$ cat src/rtl/fmeasure_sequencer.sv
// fmeasure_sequencer
//   Sequences a frequency-measurement unit. It launches measurements with a
//   one-cycle start pulse, either once (single) or repeatedly (enable). It then
//   waits for the unit to finish, captures the count pair and hands it to a
//   consumer over a valid/ready handshake. An enforced hold-off gap separates
//   measurements. Watchdogs cover a unit that never goes busy (ARM) and a unit
//   that stays busy too long (RUN). Either watchdog sets a sticky fault.
//
// Ports
//   clk, rst_n         clock (posedge) and asynchronous active-low reset
//   enable             continuous mode: keep launching while high
//   single             one-cycle request for a single measurement
//   clear              one-cycle pulse: leave FAULT, return to IDLE
//   meas_start         registered start pulse to the measurement unit
//   meas_busy          measurement unit busy
//   meas_ca, meas_cb   count pair from the unit, valid while meas_busy is low
//   res_valid          captured result available
//   res_ready          consumer accepts the result
//   res_ca, res_cb     captured count pair (held until the next capture)
//   seq_busy           high in every state except IDLE and FAULT
//   fault              sticky watchdog fault
//   meas_cnt           completed measurements, wraps at 16 bits
module fmeasure_sequencer #(
  parameter int HOLDOFF   = 16,
  parameter int TIMEOUT   = 100000000,
  parameter int ARM_LIMIT = 4
) (
  input  logic        clk,
  input  logic        rst_n,
  input  logic        enable,
  input  logic        single,
  input  logic        clear,
  output logic        meas_start,
  input  logic        meas_busy,
  input  logic [31:0] meas_ca,
  input  logic [31:0] meas_cb,
  output logic        res_valid,
  input  logic        res_ready,
  output logic [31:0] res_ca,
  output logic [31:0] res_cb,
  output logic        seq_busy,
  output logic        fault,
  output logic [15:0] meas_cnt
);

  typedef enum logic [2:0] {
    S_IDLE, S_START, S_ARM, S_RUN, S_DELIVER, S_HOLD, S_FAULT
  } state_t;

  // Terminal values of the shared wait counter. The counter starts at 0 on
  // entry to a state. It therefore reaches LIMIT-1 on the last allowed cycle.
  localparam logic [31:0] ARM_LAST  = 32'(ARM_LIMIT - 1);
  localparam logic [31:0] RUN_LAST  = 32'(TIMEOUT - 1);
  localparam logic [31:0] HOLD_LAST = 32'(HOLDOFF - 1);

  state_t      state;
  logic [31:0] wcnt;

  always_ff @(posedge clk or negedge rst_n) begin
    if (!rst_n) begin
      state      <= S_IDLE;
      wcnt       <= '0;
      meas_start <= 1'b0;
      res_valid  <= 1'b0;
      res_ca     <= '0;
      res_cb     <= '0;
      seq_busy   <= 1'b0;
      fault      <= 1'b0;
      meas_cnt   <= '0;
    end else begin
      meas_start <= 1'b0;
      case (state)
        S_IDLE: begin
          // single and enable launch in exactly the same way.
          if (single || enable) begin
            state      <= S_START;
            meas_start <= 1'b1;
            seq_busy   <= 1'b1;
          end
        end

        S_START: begin
          state <= S_ARM;
          wcnt  <= '0;
        end

        S_ARM: begin
          if (meas_busy) begin
            state <= S_RUN;
            wcnt  <= '0;
          end else if (wcnt == ARM_LAST) begin
            state    <= S_FAULT;
            fault    <= 1'b1;
            seq_busy <= 1'b0;
          end else begin
            wcnt <= wcnt + 32'd1;
          end
        end

        S_RUN: begin
          if (!meas_busy) begin
            res_ca    <= meas_ca;
            res_cb    <= meas_cb;
            meas_cnt  <= meas_cnt + 16'd1;
            res_valid <= 1'b1;
            state     <= S_DELIVER;
          end else if (wcnt == RUN_LAST) begin
            state    <= S_FAULT;
            fault    <= 1'b1;
            seq_busy <= 1'b0;
          end else begin
            wcnt <= wcnt + 32'd1;
          end
        end

        S_DELIVER: begin
          // Nothing is launched until the consumer has taken the result.
          if (res_ready) begin
            res_valid <= 1'b0;
            wcnt      <= '0;
            if (HOLDOFF == 0) begin
              state    <= S_IDLE;
              seq_busy <= 1'b0;
            end else begin
              state <= S_HOLD;
            end
          end
        end

        S_HOLD: begin
          if (wcnt == HOLD_LAST) begin
            state    <= S_IDLE;
            seq_busy <= 1'b0;
          end else begin
            wcnt <= wcnt + 32'd1;
          end
        end

        S_FAULT: begin
          if (clear) begin
            state <= S_IDLE;
            fault <= 1'b0;
          end
        end

        default: begin
          state     <= S_IDLE;
          res_valid <= 1'b0;
          seq_busy  <= 1'b0;
          fault     <= 1'b0;
        end
      endcase
    end
  end

endmodule

$ cat config.mk
export PLATFORM = sky130hd
export DESIGN_NAME = fmeasure_sequencer
export DESIGN_NICKNAME = d
export VERILOG_FILES = /design/src/rtl/fmeasure_sequencer.sv
export SDC_FILE = /design/constraint.sdc
export NUM_CORES = 1
export LEC_CHECK = 0
export CAP_MARGIN = 30
export CORE_ASPECT_RATIO = 0.75
export CORE_MARGIN = 1
export CORE_UTILIZATION = 49
export DETAILED_ROUTE_END_ITERATION = 7
export GPL_TIMING_DRIVEN = 1
export PLACE_DENSITY = 0.85
export SLEW_MARGIN = 10
export SYNTH_ARGS = -nofsm -noshare
export SYNTH_HDL_FRONTEND = slang
export SYNTH_SLANG_ARGS = --single-unit
$ cat constraint.sdc
create_clock -name clk -period 2.7 [get_ports clk]
set_clock_uncertainty 0.05 [all_clocks]
set_input_delay 0.54 -clock clk [delete_from_list [all_inputs] [get_ports clk]]
set_output_delay 0.54 -clock clk [all_outputs]
set_load 0.05 [all_outputs]
# ---- After elaboration in Yosys (flattened, before gate mapping)
# Cells that the tools add are included.
dict set report word_totals {
  in_bits 71
  register_bits 119
  elab_cells 84
}
dict set report classes {
  n_mux 34
  bitwise_logic 4
  n_reduce_logical 12
  n_addsub 2
  eq_ne 23
}
# operator count
set ops {}
lappend ops {{$mux 32} 6}
lappend ops {{$pmux 32 s5} 1}
lappend ops {{$add 32x1->32 const B} 1}
lappend ops {{$eq 32x2->1 const B} 1}
lappend ops {{$eq 32x27->1 const B} 1}
lappend ops {{$eq 32x4->1 const B} 1}
lappend ops {{$mux 3} 8}
lappend ops {{$ne 2x2->1 const B} 11}
lappend ops {{$pmux 3 s7} 1}
lappend ops {{$reduce_and 6->1} 3}
lappend ops {{$add 16x1->16 const B} 1}
lappend ops {{$mux 1} 15}
lappend ops {{$eq 3x3->1 const B} 3}
lappend ops {{$ne 3x3->1 const B} 3}
lappend ops {{$reduce_and 7->1} 1}
lappend ops {{$eq 3x2->1 const B} 2}
lappend ops {{$pmux 1 s5} 1}
lappend ops {{$reduce_bool 5->1} 1}
lappend ops {{$reduce_or 5->1} 1}
lappend ops {{$not 1->1} 4}
lappend ops {{$pmux 1 s4} 1}
lappend ops {{$reduce_or 4->1} 1}
lappend ops {{$eq 3x1->1 const B} 1}
lappend ops {{$logic_not 3->1} 1}
lappend ops {{other kinds (5)} 5}

# ---- Logic depth before layout (Yosys ltp)
# Gate-level depths: netlist of the first run.
dict set report logic_depth {
  word_depth 4
  depth_mapped 8
  ltp_nobuf 6
}

# ---- Worst setup path after synthesis of the first run
# OpenSTA, ideal clock, no wires.
dict set report synth_timing {
  path_type {register -> register}
  from {reg wcnt[0]}
  to {reg wcnt[4]}
  arrival_ps 2114
  synth_period_minus_slack_ps 2300
  path_stages_with_launch 8
  path_buffers 1
  required_ps 2515
  path_slack_ps 400
  setup_time_ps 135
  cell_sequence {dfrtp_1 ha_1 or4b_1 o32a_1 o32a_1 o211ai_4 buf_6 o22ai_1}
}
dict set report synth_between {
  elab_chain_cells 4
}
# item line_no
set synth_lines {}
lappend synth_lines {{start, declared} 57} ;# logic [31:0] wcnt;
lappend synth_lines {{start signal, assigned} 96} ;# wcnt <= wcnt + 32'd1;
lappend synth_lines {{start signal, assigned} 112} ;# wcnt <= wcnt + 32'd1;
lappend synth_lines {{start signal, assigned} 135} ;# wcnt <= wcnt + 32'd1;
lappend synth_lines {{$add 32x1->32} {96, 112, 135}}
lappend synth_lines {{$mux 32 (on tied branches)} {107, 91}}
lappend synth_lines {{$mux 32 (on tied branches)} {101, 88}}
lappend synth_lines {{$pmux 32 s5} 72} ;# case (state)
# Several ways; a longest one is shown, not always the timed one. The select of a mux whose other input is x is not followed.
# A chain may end at the register's enable or synchronous reset.

# ---- Worst setup path in the final report of the first run
dict set report layout_timing {
  from {reg wcnt[12]}
  to {reg state[0]}
}
dict set report layout_between {
  elab_chain_cells 3
}
# item line_no
set layout_lines {}
lappend layout_lines {{$eq 32x27->1 (tied with other cells)} 107} ;# end else if (wcnt == RUN_LAST) begin
lappend layout_lines {{$ne 3x3->1 (no line) / $ne 2x2->1 (equally long branches)} --}
lappend layout_lines {{$reduce_and 6->1 (no line) (*)} --}
lappend layout_lines {{end signal, assigned} 106} ;# state <= S_DELIVER;
lappend layout_lines {{end signal, assigned} 108} ;# state <= S_FAULT;
lappend layout_lines {{end signal, assigned} 122} ;# state <= S_IDLE;
lappend layout_lines {{end, declared} 56} ;# state_t state;
# Mark *: on every way between the ends. The rest lies on a longest branch, timed or not.

==> reports/results.ini, run 1 <==
[outcome]
outcome=completed

[power_and_ir_drop]
power_density_nw_per_um2=850
leakagePower_uw=0.00344
vdd_ir_drop_max_mv=0.684

[synth]
synth_cell_type_count=58
synth_cells=514
synth_compound_area_share_pct=12.6
synth-simple-area-share_pct=15.9
synth_area_leaders=dfrtp_1, mux2_2, nand2_1
synth_top_family_by_area=simple AND/OR/NAND/NOR gates
synth-adder-area-share_pct=0.655
synthArstFlopShare_pct=100
synthesis.nets=588
synth_seq_area_share_pct=52.0
synth.area.mux_share_pct=13.1
synth-warning-count=0
syn_area_um2=5730
yosys-top-cells-count=dfrtp_1, mux2_2, nand2_1, clkbuf_1, nor2_1
synth_top_area_share_pct=52.0
synth-xor-area-share_pct=2.29
synth-edff-count=0
syn_area_per_cell_um2=11.1
synthFlopType=dfrtp_1
synth_area_leader_cell=dfrtp_1
yosysMostFrequentCell=dfrtp_1
ys_ff_latch=119

[floorplanning]
dieHeight_um=95.6
die_w_um=127
start_util_pct=51.4
die_area_um2=12100
num_io_pins=155
core_um2=11100
rows=33

[place]
placedCellCount=793
io_buffers=154
gp_congestion=0.943
pre_cts_ws_ns=-0.0378
dpl.hpwl_um=11300

[worst_setup_path]
required_ns=2.94
arrival_ns=2.78
worstSetupStartpointType=flip-flop
r2r-start=wcnt[12]
worstSetupEndpointType=flip-flop
crit_start=wcnt[12]
worstPathMaxFanout=8
critPathKind=flip-flop to flip-flop

[clock_network]
clock_latency_ns=0.41
clockBufferDepth=2
cts.sinks=119
cts_setup_buffers=0
cts_tree=built
ctsResizeCount=0
h-tree-depth=4
holdBufCountCts=0
cts_buffers=17
path_clk_slew_ns=0.06
root_buffer=clkbuf_16

[drt]
wl_per_cell_um=19.1
num_vias=4936
routed_via_density=5.99
ant_nets=0
drt_wl_total_um=15800
drt_iter0_drc=455
drcViolationCount=0
dr.pass1.iters=5

[timing]
slew_headroom_pct=51.7
setup_slack_ns=0.164
setup_viol=0
hold_viol_final=0
slew_viol_final=0
finalCriticalPeriod_ns=2.54
worst_slew_pin_slew_ns=0.718
setup_tns_ns=0
fin_crit_sh_pct=93.9
rsz0062_at_grt=false
clock.fmax_ghz=0.394

[global_route]
grt_usage_pct=27.7
grt_max_degree=52
grt_pass1_wl_um=25800
grt_pass1_vias=5064
antenna_found_initial=0
gr-total-overflow=0

[final_layout]
stdcell_count=824
multi_input_area_um2=2570
area_delta_synth_final_pct=41.2
drive_above_1_share_pct=17.7
layout.nets=746
post-route-util_pct=72.5
seq_area_um2=2980
fillCellCount=735
n_antenna_cell=0

[flow_run]
maxCapViolations=0

[worst_hold_path]
hold_path.class=primary input to async pin

-- registers in the layout (all words and copies together) (netlist names) --
register,cells
res_ca,32
res_cb,32
wcnt,32
meas_cnt,16
state,3
fault,1
meas_start,1
res_valid,1
seq_busy,1
-- placed cells by master (no fill, tap or decap), types with 4 or more instances in the layout --
cell type / Yosys / final
nand2_1: 40 / 40
buf_4: 0 / 16
or4_1: 5 / 5
a211oi_1: 5 / 5
and4_1: 9 / 9
clkdlybuf4s50_1: 0 / 153
clkinv_2: 0 / 4
nor4_1: 12 / 12
xor2_1: 7 / 7
inv_1: 13 / 13
nand3_1: 18 / 18
a31oi_1: 9 / 9
xnor2_1: 8 / 8
a21oi_1: 13 / 13
nor3_1: 9 / 9
nor2_1: 22 / 22
clkbuf_16: 0 / 17
dfrtp_1: 119 / 119
o41ai_1: 6 / 6
mux2_2: 65 / 65
a311oi_1: 5 / 5
nand4_1: 18 / 18
clkinvlp_4: 0 / 5
o21ai_0: 5 / 4
buf_12: 0 / 4
and2_1: 8 / 8
o22ai_1: 6 / 6
o31ai_1: 14 / 14
and3_1: 9 / 9
nand2b_1: 5 / 5
-- cells by family after synthesis --
| kind of cell | count (synthesis) |
|---|---|
| and+or+nand+nor | 167 |
| DFF | 119 |
| AOI/OAI and AO/OA | 96 |
| muxes | 67 |
| buffers and inverters | 47 |
| xor gates and xnor gates | 15 |
| adders and majority gates | 3 |
-- per-stage QoR --
stage / hold WS, ns / cell area (um2) / power [uW]
finish: 0.0960 / 8090 / 6880
global route: 0.155 / 8090 / 7120
global placement: 0.417 / 7500 / 4550
CTS: 0.123 / 8090 / 6900
detailed placement: 0.413 / 7500 / 4640
floorplan: 0.194 / 5730 / 3720
-- cell type report --
cell class	count	share of cell area, %
Sequential cell	119	36.8
Clock buffer	18	5.31
Clock inverter	13	1.93
Timing Repair Buffer	173	21.4
Multi-Input combinational cell	348	31.7
Inverter	13	0.604
Tap cell	140	2.17
-- power breakdown --
group / total (uW) / internal (uW) / switching [uW] / leakage (uW)
Combinational: 2370 / 885 / 1480 / 0.00154
Clock: 2260 / 1440 / 819 / 0.000274
Sequential: 2250 / 2050 / 204 / 0.00163
-- final timing paths --
check                                    end  slack (ns)  depth (start not counted)
worst max-delay path                state[0]        0.16                          5
worst min-delay path              res_ca[24]         0.1                          1
worst max register to register      state[0]        0.16                          5
worst min register to register  meas_cnt[15]        0.41                          1
min in group clk                meas_cnt[15]        0.41                          1
max in group asynchronous        meas_cnt[9]        1.80                          2
-- layer usage --
layer | GRT usage (%) | part of all wire, % | vias to the layer above | wire (um)
li1 | - | - | 2267 | -
met1 | 34.4 | 40 | 2409 | 6380
met2 | 47.3 | 50 | 230 | 7860
met5 | 0 | 0 | - | 0
met4 | 11.6 | 2.3 | 0 | 358
met3 | 6.29 | 7.4 | 30 | 1160
-- critical path: stages, from the launching register on --
cell,delay (ns)
dfrtp_1,0.47
nor4_1,0.50
nand4_1,0.40
o31ai_1,0.54
o221ai_1,0.22
a32o_1,0.24
Note: power is estimated with default switching activity, not from simulation.
==> run 2, diff against run 1 <==
--- a/config.mk
+++ b/config.mk
@@ -6,7 +6,7 @@
 export NUM_CORES = 1
 export LEC_CHECK = 0
 export CAP_MARGIN = 30
-export CORE_ASPECT_RATIO = 0.75
+export CORE_ASPECT_RATIO = 2
 export CORE_MARGIN = 1
 export CORE_UTILIZATION = 49
 export DETAILED_ROUTE_END_ITERATION = 7
==> run 2 against run 1 <==
Compared with the run above:
- critical path depth is the same
- via count up 2.5%
- highest routed layer unchanged
- cell count up 0.73%
- largest power group unchanged
==> reports/results.ini, run 2 (synthesized netlist as in run 1, its figures left out) <==
[timing]
clock.fmax_ghz=0.399  ; +1.1%
setup_tns_ns=0  ; unchanged
worst_slew_pin_slew_ns=0.802  ; +0.0834 ns
fin_crit_sh_pct=92.9  ; -1.0 points
slew_headroom_pct=46.1  ; -5.6 points
slew_viol_final=0  ; unchanged
setup_viol=0  ; unchanged
setup_slack_ns=0.192  ; +0.0279 ns
finalCriticalPeriod_ns=2.51  ; -0.0279 ns
hold_viol_final=0  ; unchanged
whs_ns=0.437  ; +0.341 ns
rsz0062_at_grt=false

[worst_setup_path]
regToRegSetupSlack_ns=0.19  ; +0.03 ns
worstSetupEndpointType=flip-flop
worstSetupStartpointType=flip-flop
critPathKind=flip-flop to flip-flop
arrival_ns=2.76  ; -0.02 ns
r2r_cells=5  ; unchanged
r2r-start=wcnt[5]
worstPathMaxFanout=7  ; -1
required_ns=2.95  ; about the same
r2r-end=wcnt[31]

[floorplanning]
num_io_pins=155  ; unchanged
die_w_um=78.5  ; -38%
die_area_um2=12200  ; +0.17%
start_util_pct=50.4  ; -0.93 points
rows=55  ; +67%
core_um2=11400  ; +1.9%
dieHeight_um=155  ; +62%

[power_and_ir_drop]
fin_total_pwr_uw=6950  ; +1.0%
swShare_pct=36.6  ; +0.19 points
vdd_ir_drop_max_mv=0.537  ; -21%
leakagePower_uw=0.00348  ; +1.0%
power_density_nw_per_um2=854  ; +0.42%
power_frac_clock_pct=33.5  ; +0.7 points
p_sw_uw=2550  ; +1.6%
combPwrFrac_pct=34.0  ; -0.5 points
pwr-share-seq_pct=32.4  ; -0.3 points
p_int_uw=4400  ; +0.72%

[place]
dpl.hpwl_um=12200  ; +8.1%
gp_congestion=0.983  ; +4.2%
io_buffers=154  ; unchanged
pre_cts_ws_ns=-0.0320  ; +0.00575 ns

[clock_network]
cts_buffers=17  ; unchanged
root_buffer=clkbuf_16
cts_tree=built
path_clk_slew_ns=0.05  ; about the same
clock_latency_ns=0.41  ; about the same
clockBufferDepth=2  ; unchanged
cts.sinks=119  ; unchanged
h-tree-depth=4  ; unchanged
cts_setup_buffers=0  ; unchanged

[final_layout]
final_cell_mix=clkdlybuf4s50_1, dfrtp_1, mux2_2
drive_above_1_share_pct=18.2  ; +0.48 points
area_delta_synth_final_pct=42.0
top_regs=res_ca x32, res_cb x32, wcnt x32
layout_commonest_cell=clkdlybuf4s50_1
n_antenna_cell=0  ; unchanged
layout.nets=750  ; +0.54%

[drt]
routed_via_density=6.10  ; +1.8%
dr.pass1.iters=5  ; unchanged
drt_iter0_drc=384  ; -16%
ant_nets=0  ; unchanged
drt_wl_total_um=17300  ; +9.4%
drcViolationCount=0  ; unchanged
num_vias=5060  ; +2.5%
wl_per_cell_um=20.8  ; +8.6%

[global_route]
gr-total-overflow=0  ; unchanged
grt_max_degree=57  ; +9.6%
grt_pass1_vias=5290  ; +4.5%
grt_pass1_wl_um=27300  ; +5.9%
grt_usage_pct=29.8  ; +2.1 points
antenna_found_initial=0  ; unchanged

[worst_hold_path]
whs_path_depth=1
hold_path.class=flip-flop to flip-flop
min_to=meas_cnt[15]
hold_start=meas_cnt[15]

[outcome]
outcome=completed

[flow_run]
maxCapViolations=0  ; unchanged

[run 2: cell count changes in the layout (fill, tap and decap cells not counted), moves of 2 or more]
| cell | before | now |
|---|---|---|
| clkinv_4 | 0 | 4 |
| clkinv_2 | 4 | 1 |
| clkinvlp_4 | 5 | 3 |
| buf_4 | 16 | 20 |
[run 2: worst max-delay path by stage]
| stage | slack, ns | depth (start not counted) | start | endpoint |
|---|---|---|---|---|
| floorplan | 0.40 | 7 | wcnt[0] | wcnt[4] |
| global placement | 0.05 | 7 | meas_busy | wcnt[4] |
| detailed placement | -0.03 | 7 | meas_busy | wcnt[9] |
| CTS | 0.28 | 5 | wcnt[5] | wcnt[31] |
| global route | 0.13 | 5 | wcnt[2] | wcnt[31] |
| finish | 0.19 | 5 | wcnt[5] | wcnt[31] |
[run 2: per-layer routing]
metal | track usage (%) | part of all wire, % | vias up
met5 | 0 | 0 | -
met4 | 17.1 | 5.3 | 0
met3 | 7.33 | 6.1 | 74
met2 | 54.9 | 55 | 272
met1 | 29.7 | 34 | 2457
li1 | - | - | 2257
[run 2: worst max-delay path, stage by stage (launching register included)]
cell and delay [ns]:
dfrtp_1 0.46, nand4_1 0.26, or3_1 0.55, nor4_2 0.56
nand2_1 0.16, o41ai_1 0.36
[run 2: final cells by class]
type                       count  area (um2)
inverter                      13        48.8
clock inverter                13         173
sequential                   119        2980
timing repair buffer         177        1750
multi-input combinational    348        2570
clock buffer                  18         439
fill                         734        3220
tap                          142         178
[run 2: timing repair]
action                    CTS  global route
gates resized for setup     0             0
hold buffers                1             0
hold endpoints to repair   19             0
[run 2: through the flow]
stage | util [%] | cell area [um2] | instances
6_report | 71.6 | 8130 | 830
5_1_grt | 71.6 | 8130 | 830
4_1_cts | 71.6 | 8130 | 830
3_5_place_dp | 66.2 | 7510 | 798
3_3_place_gp | 66.2 | 7510 | 798
2_1_floorplan | - | 5730 | 514
[run 2: power by group through the flow]
| stage | clock, uW | combinational [uW] | sequential, uW |
|---|---|---|---|
| after floorplan | 0 | 654 | 3060 |
| after global placement | 0 | 2300 | 2240 |
| after detailed placement | 0 | 2350 | 2280 |
| after CTS | 2350 | 2360 | 2250 |
| after global routing | 2430 | 2460 | 2290 |
| final | 2330 | 2360 | 2250 |
==> run 3, diff against run 2 <==
--- a/config.mk
+++ b/config.mk
@@ -11,7 +11,7 @@
 export CORE_UTILIZATION = 49
 export DETAILED_ROUTE_END_ITERATION = 7
 export GPL_TIMING_DRIVEN = 1
-export PLACE_DENSITY = 0.85
+export PLACE_DENSITY = 0.81
 export SLEW_MARGIN = 10
 export SYNTH_ARGS = -nofsm -noshare
 export SYNTH_HDL_FRONTEND = slang
==> run 3 against run 2 <==
Compared with the run above:
- setup slack improved by 0.043 ns
- clock-buffer cell count increased by 1
- largest power group is now the clock network
- final area about the same
- total power increased by 1.8%
- utilization about the same
- non-clock buffer count decreased by 4
- highest routed layer unchanged
- die area unchanged
- largest cell class unchanged
- worst hold slack got worse by 0.35 ns
==> reports/results.ini, run 3 (synthesized netlist as in run 1, its figures left out) <==
[global_route]
grt_pass1_wl_um=27800  ; +1.7%
grt_usage_pct=30.5  ; +0.70 points
gr-total-overflow=0  ; unchanged
grt_max_degree=51  ; -11%
grt_pass1_vias=5192  ; -1.9%
antenna_found_initial=0  ; unchanged

[timing]
hold_viol_final=0  ; unchanged
slew_headroom_pct=52.3  ; +6.2 points
setup_tns_ns=0  ; unchanged
finalCriticalPeriod_ns=2.46  ; -0.0428 ns
worst_slew_pin_slew_ns=0.709  ; -0.0921 ns
rsz0062_at_grt=false
slew_viol_final=0  ; unchanged
clock.fmax_ghz=0.406  ; +1.7%
fin_crit_sh_pct=91.3  ; -1.6 points
setup_viol=0  ; unchanged

[final_layout]
final_cell_mix=clkdlybuf4s50_1, dfrtp_1, mux2_2
stdcell_count=827  ; -0.36%
n_antenna_cell=0  ; unchanged
layout.nets=746  ; -0.53%
top_regs=res_ca x32, res_cb x32, wcnt x32
seq_area_um2=2980  ; unchanged
layout_commonest_cell=clkdlybuf4s50_1
area_delta_synth_final_pct=42.1  ; about the same
fillCellCount=769  ; +4.8%
drive_above_1_share_pct=18.0  ; -0.21 points
multi_input_area_um2=2570  ; unchanged

[outcome]
outcome=completed

[power_and_ir_drop]
leakagePower_uw=0.00348  ; about the same
pwr-share-seq_pct=31.9  ; -0.5 points
p_int_uw=4510  ; +2.5%
power_frac_clock_pct=34.8  ; +1.3 points
combPwrFrac_pct=33.3  ; -0.7 points
vdd_ir_drop_max_mv=0.505  ; -5.9%
power_density_nw_per_um2=869  ; +1.7%
swShare_pct=36.2  ; -0.46 points
p_sw_uw=2560  ; +0.49%

[worst_setup_path]
worstSetupStartpointType=flip-flop
critPathKind=flip-flop to flip-flop
worstPathMaxFanout=6  ; -1
worstSetupEndpointType=flip-flop
required_ns=2.95  ; about the same
arrival_ns=2.71  ; -0.05 ns
r2r_cells=6  ; +1

[drt]
dr.pass1.iters=5  ; unchanged
wl_per_cell_um=21.3  ; +2.3%
ant_nets=0  ; unchanged
drt_wl_total_um=17600  ; +1.9%
routed_via_density=6.12  ; +0.32%
drt_iter0_drc=350  ; -8.9%
drcViolationCount=0  ; unchanged
num_vias=5058  ; -0.040%

[clock_network]
holdBufCountCts=0  ; -1
cts_buffers=17  ; unchanged
cts_tree=built
cts_setup_buffers=0  ; unchanged
cts.sinks=119  ; unchanged
h-tree-depth=4  ; unchanged
ctsResizeCount=0  ; unchanged
clockBufferDepth=2  ; unchanged
path_clk_slew_ns=0.06  ; about the same
clock_latency_ns=0.41  ; about the same
root_buffer=clkbuf_16

[floorplanning]
rows=55  ; unchanged
die_area_um2=12200  ; unchanged
die_w_um=78.5  ; unchanged
core_um2=11400  ; unchanged
start_util_pct=50.4  ; unchanged
num_io_pins=155  ; unchanged
dieHeight_um=155  ; unchanged

[place]
dpl.hpwl_um=12200  ; about the same
gp_congestion=1.02  ; +3.9%
io_buffers=154  ; unchanged
placedCellCount=795  ; -0.38%

[worst_hold_path]
hold_path.class=primary input to async pin

[flow_run]
maxCapViolations=0  ; unchanged

-- run 3: through the flow --
stage	total power [uW]	hold WS, ns	cell area [um2]	setup WS (ns)	utilization (%)
2_1_floorplan	3720	0.194	5730	0.400	-
3_3_place_gp	4530	0.409	7490	0.0551	66.0
3_5_place_dp	4600	0.415	7490	0.0378	66.0
4_1_cts	7080	0.103	8140	0.290	71.7
5_1_grt	7310	0.123	8140	0.0862	71.7
6_report	7070	0.0888	8140	0.235	71.7
-- run 3: per-layer routing --
layer | track usage, % | part of all wire, %
met5 | 0 | 0
met4 | 18.0 | 5.5
met3 | 6.16 | 5.1
met2 | 56.0 | 55
met1 | 31.2 | 35
-- run 3: final timing paths --
kind                         start  slack (ns)          to
max reg2reg                wcnt[0]        0.24    state[0]
max in group asynchronous    rst_n        1.80  res_cb[14]
max                        wcnt[0]        0.24    state[0]
min in group clk             fault        0.44       fault
min                          rst_n        0.09   res_ca[2]
min reg2reg                  fault        0.44       fault
-- run 3: layout make-up --
type | instances | share of cell area (%)
Clock inverter | 13 | 2.40
Timing Repair Buffer | 173 | 21.1
Tap cell | 142 | 2.18
Sequential cell | 119 | 36.6
Multi-Input combinational cell | 348 | 31.5
Inverter | 13 | 0.600
Clock buffer | 19 | 5.57
-- run 3: power by group through the flow --
stage          registers [uW]  clock network (uW)  logic [uW]
5_1_grt                  2290                2560        2460
6_report                 2250                2460        2350
4_1_cts                  2250                2480        2350
3_3_place_gp             2240                   0        2290
2_1_floorplan            3060                   0         654
3_5_place_dp             2270                   0        2330
-- run 3: critical path, cell delays in order (launching register included) --
cell and delay (ns):
dfrtp_1 0.44, ha_1 0.27, and3_1 0.30, nand3_1 0.26
o31ai_1 0.56, o221ai_1 0.23, a32o_1 0.24
==> RTL edit 1, RTL diff (flow settings as in run 1) <==
Make the reset (`rst_n`) synchronous in one clocked block. Comments in the files are not updated.
--- a/src/rtl/fmeasure_sequencer.sv
+++ b/src/rtl/fmeasure_sequencer.sv
@@ -58,3 +58,3 @@
 
-  always_ff @(posedge clk or negedge rst_n) begin
+  always_ff @(posedge clk) begin
     if (!rst_n) begin
Behaviour: differs if rst_n is asserted again (counterexample within 4 cycles, from zero or initial values and one cycle with rst_n low); with rst_n held inactive, the same outputs for 10 cycles.
==> RTL edit 1 against run 1 <==
  * Sequential cell count did not move
  * Die area shrank 10%
  * Area after synthesis shrank 10%
  * Cell area shrank 7.4%
  * Global-route usage rose by 3.2 points
  * Worst setup slack lost 0.034 ns
  * Routed wire length grew 4.7%
Power is not compared: it rests on default switching activity, and its combinational part moved more than twofold at a synthesized area within 25%.
==> RTL edit 1: results (changes against run 1) <==
| Metric | Value |
|---|---|
| Status | `finished clean` |
| Startpoint types | `flip-flop` |
| R2r startpoint | `state[2]` |
| YS warnings | `0 (unchanged)` |
| Crit path largest cell delay | `0.65 ns (+0.11 ns)` |
| HPWL Detailed | `11000 um (-2.7%)` |
| Routed len/inst | `17.2 um (-10%)` |
| Hold path depth | `2` |
| Resized cells post-CTS | `0 (unchanged)` |
| Nets@finish | `892 (+20%)` |
| Register area share after synthesis | `46.4% (-5.6 points)` |
| Share of cells above drive strength 1 | `7.59% (-10 points)` |
| GR Util All Layers | `30.9% (+3.2 points)` |
| Ys async rst share | `0% (-100 points)` |
| DR iter-0 viols | `610 (+34%)` |
| Largest net degree at the start of global routing | `93 (+79%)` |
| Syn Nets | `732 (+24%)` |
| Critical Path Fanout Max | `13 (+5)` |
| Critical path arrival | `2.85 ns (+0.07 ns)` |
| CP max-delay cell | `or4_1` |
| Clk_lat worst skew | `0.41 ns (about the same)` |
| DRT Pass-1 Iters | `5 (unchanged)` |
| Vias/cell | `5.80 (-3.2%)` |
| Rel. slew slack | `58.8% (+7.1 points)` |
| Leak | `2.56 nW` |
| Reg2reg path depth | `6 (+1)` |
| Hold slack | `0.404 ns (+0.308 ns)` |
| Placed Instances | `931 (+17%)` |
| Tightest Hold Check Type | `reg -> reg` |
| CTS max path bufs | `2 (unchanged)` |
| Yosys cell types | `49 (-16%)` |
| Top Registers | `res_ca x32, res_cb x32, wcnt x32` |
| First-pass GRT wire length | `26600 um (+3.0%)` |
| Worst r2r dst | `wcnt[29]` |
| # diodes | `0 (unchanged)` |
| Max VDD drop | `0.475 mV` |
| Top cells by count, synth | `159 x nand2_1, 119 x dfxtp_1, 93 x a21oi_1` |
| Vias in the first global route | `5388 (+6.4%)` |
| Total Wirelength | `16500 um (+4.7%)` |
| Area contributors post-synth | `dfxtp_1 46%, nand2_1 12%, a21oi_1 9.1%` |
| H-Tree Depth | `4 (unchanged)` |
| Cells after Synth | `658 (+28%)` |
| Flop2flop setup slack | `0.13 ns (-0.03 ns)` |
| Port-buffer cells | `154 (unchanged)` |
| Routability cong. | `0.903 (-4.3%)` |
| Worst hold path endpoint | `res_ca[16]` |
| Initial antenna violation count | `0 (unchanged)` |
| CTS Buf Count | `17 (unchanged)` |
| # Post-CTS Setup Buffers | `0 (unchanged)` |
| Pint | `3.37 mW` |
| Hold_sp | `res_ca[16]` |
==> RTL edit 1: changes by cell type in the layout (fill, tap and decap cells not counted), sizes merged, moves of 6 or more <==
cell | run 1 | this run
inv | 14 | 4
nand2 | 40 | 159
or3 | 2 | 12
buf | 20 | 27
a31oi | 9 | 2
dfxtp | 0 | 119
nor2 | 22 | 44
dfrtp | 119 | 0
o21ai | 6 | 22
mux2 | 65 | 0
nand3 | 18 | 28
o31ai | 14 | 8
a21oi | 13 | 93
==> RTL edit 1: worst max-delay path by stage <==
stage / endpoint / slack [ns]
floorplan: wcnt[31] / 0.40
detailed placement: wcnt[29] / -0.17
global placement: wcnt[31] / -0.08
global route: wcnt[29] / 0.04
finish: wcnt[29] / 0.13
CTS: wcnt[29] / 0.15
==> RTL edit 1: power by group through the flow <==
stage	logic (mW)	registers, mW	clock network, mW
2_1_floorplan	0.240	1.97	0
3_3_place_gp	0.613	1.87	0
3_5_place_dp	0.622	1.88	0
4_1_cts	0.634	1.84	2.10
5_1_grt	0.679	1.85	2.19
6_report	0.642	1.84	2.08
==> RTL edit 1: layout make-up <==
type | instances | area [sq um]
Clock buffer | 23 | 468
Clock inverter | 8 | 75.1
Fill cell | 673 | 2440
Inverter | 4 | 15.0
Multi-Input combinational cell | 495 | 2600
Sequential cell | 119 | 2380
Tap cell | 132 | 165
Timing Repair Buffer | 181 | 1780
==> RTL edit 1: kinds of logic (layout without fill, tap and decap cells) <==
kind of cell    count (synthesis)  after routing  share of synthesized area (%)
simple gates                  319            319                           29.1
compound gates                154            154                           17.2
xor+xnor                       18             18                           3.07
fa+ha+maj                       3              3                          0.731
buf+inv                        44            216                           3.34
mux                             1              1                          0.195
flops                         119            119                           46.4
==> RTL edit 1: worst max-delay path, delay by kind of cell (launching register included) <==
family | cells | cell delay (ns)
flops | 1 | 0.63
compound gates | 2 | 0.27
simple gates | 4 | 1.55
==> RTL edit 1: routing by layer <==
| metal | vias to the layer above | global-route usage, % | share of wire [%] |
|---|---|---|---|
| li1 | 2639 | - | - |
| met1 | 2563 | 37.7 | 40 |
| met2 | 329 | 51.0 | 48 |
| met3 | 48 | 7.70 | 9.4 |
| met4 | 0 | 14.8 | 3.1 |
| met5 | - | 0 | 0 |
==> RTL edit 1: metrics by stage <==
| step | worst slack, ns | TNS (ns) | instance area (sq um) |
|---|---|---|---|
| 4_1_cts | 0.149 | 0 | 7490 |
| 3_5_place_dp | -0.172 | -0.406 | 6940 |
| 6_report | 0.130 | 0 | 7490 |
| 2_1_floorplan | 0.405 | 0 | 5130 |
| 5_1_grt | 0.0427 | 0 | 7490 |
| 3_3_place_gp | -0.0838 | -0.128 | 6940 |
==> RTL edit 2, RTL diff (flow settings as in run 1) <==
Without the edit above. The parameter `HOLDOFF` goes from 16 to 12.
--- a/src/rtl/fmeasure_sequencer.sv
+++ b/src/rtl/fmeasure_sequencer.sv
@@ -23,3 +23,3 @@
 module fmeasure_sequencer #(
-  parameter int HOLDOFF   = 16,
+  parameter int HOLDOFF   = 12,
   parameter int TIMEOUT   = 100000000,
Formal check against the unedited RTL: same outputs for any inputs over 10 cycles, from zero or initial values and one cycle with rst_n low; that may be too few to reach the edited logic, so the function may still have changed.
==> RTL edit 2 against run 1 <==
  * The run now ends with DRC left
  * Sequential cell count stayed put
  * Synthesized cell count is 5.3% lower
  * Global-route usage is 0.28 points lower
  * Area after synthesis is 3.2% lower
  * Cell area is 2.9% lower
  * Routed wire length is 3.2% lower
  * Worst setup slack worse by 0.015 ns
  * Critical path type unchanged
Power is not compared: it rests on default switching activity, and its combinational part moved more than twofold at a synthesized area within 25%.
==> RTL edit 2: results (changes against run 1) <==
| Metric | Value |
|---|---|
| Clk root buf | `clkbuf_16` |
| Top cells by count, synth | `119 x dfrtp_1, 67 x mux2_2, 39 x o21ai_0` |
| First-pass GRT wire length | `24700 um (-4.3%)` |
| DRT Pass-1 Iters | `8 (+3)` |
| Critical Path Fanout Max | `31 (+23)` |
| CP max-delay cell | `dfrtp_1` |
| Adder-Cell Fraction of Synth Area | `0.451% (-0.20 points)` |
| CTS Buf Count | `17 (unchanged)` |
| Xor/xnor share of the synthesized area | `2.37% (+0.077 points)` |
| Vias | `4592 (-7.0%)` |
| Placement Cell Area | `7200 sq um (-4.0%)` |
| Routed len/inst | `19.2 um (+0.62%)` |
| Placed Instances | `761 (-4.0%)` |
| Post-synthesis compound-gate area fraction | `11.9% (-0.73 points)` |
| GR Util All Layers | `27.4% (-0.28 points)` |
| # diodes | `0 (unchanged)` |
| Resized cells post-CTS | `0 (unchanged)` |
| Initial antenna violation count | `0 (unchanged)` |
| Reg2reg path depth | `6 (+1)` |
| DR iter-0 viols | `412 (-9.5%)` |
| Slew @ Worst Pin | `0.642 ns (-0.0757 ns)` |
| Largest net degree at the start of global routing | `56 (+7.7%)` |
| Hold slack | `0.0795 ns (-0.0166 ns)` |
| Nets@finish | `713 (-4.4%)` |
| HPWL Detailed | `10500 um (-7.0%)` |
| Failing checks | `DRC` |
| Mux cell area share after synthesis | `14.0% (+0.84 points)` |
| Top Registers | `res_ca x32, res_cb x32, wcnt x32` |
| Total Wirelength | `15300 um (-3.2%)` |
| Vias in the first global route | `4502 (-11%)` |
| R2r startpoint | `state[2]` |
| Delay-heaviest family, CP | `compound AO/OA/AOI/OAI gates` |
| Status | `finished, violations left` |
| Period utilization | `94.5% (+0.54 points)` |
| Worst slack, placed | `0.0387 ns (+0.0765 ns)` |
| Register area share after synthesis | `53.7% (+1.7 points)` |
| DRC | `34 (+34)` |
| Syn Nets | `560 (-4.8%)` |
| Share of cells above drive strength 1 | `19.0% (+1.3 points)` |
| YS warnings | `0 (unchanged)` |
| Crit path largest cell delay | `0.55 ns` |
| Yosys cell types | `51 (-12%)` |
| Cells after Synth | `487 (-5.3%)` |
| Critical path destination | `wcnt[7]` |
| Area contributors post-synth | `dfrtp_1 54%, mux2_2 14%, o21ai_0 3.5%` |
| Tightest Hold Check Type | `in -> async` |
| Routability cong. | `0.952 (+0.94%)` |
[RTL edit 2: cell families (layout without fill, tap and decap cells)]
| kind of cell | count (synthesis) | in the layout |
|---|---|---|
| simple gates | 146 | 146 |
| flops | 119 | 119 |
| mux | 69 | 69 |
| buf+inv | 36 | 202 |
| fa+ha+maj | 2 | 2 |
| compound gates | 100 | 100 |
| xor+xnor | 15 | 15 |
[RTL edit 2: how the worst min path moves through the flow]
stage,start,to,depth (start not counted)
floorplan,rst_n,fault,0
global route,rst_n,wcnt[24],1
global placement,fault,fault,2
CTS,rst_n,wcnt[24],1
detailed placement,meas_cnt[8],meas_cnt[8],1
finish,rst_n,wcnt[24],1
[RTL edit 2: cell type report]
class                      count  area [sq um]
fill                         724          3140
inverter                       5          18.8
sequential                   119          2980
timing repair buffer         165          1650
multi-input combinational    332          2380
clock inverter                14           221
tap                          140           175
clock buffer                  18           429
[RTL edit 2: layer usage]
| layer | global-route usage [%] | wire length [um] | vias up |
|---|---|---|---|
| met5 | 0 | 0 | - |
| met4 | 7.93 | 240 | 0 |
| met3 | 6.38 | 1070 | 24 |
| met2 | 46.7 | 7500 | 200 |
| met1 | 35.2 | 6460 | 2276 |
| li1 | - | - | 2092 |
[RTL edit 2: power by group through the flow]
stage | Clock, mW | Combinational, mW | Sequential (mW)
2_1_floorplan | 0 | 1.33 | 4.59
3_3_place_gp | 0 | 4.65 | 2.75
3_5_place_dp | 0 | 4.75 | 2.80
4_1_cts | 2.51 | 4.79 | 2.79
5_1_grt | 2.60 | 4.98 | 2.87
6_report | 2.48 | 4.77 | 2.79
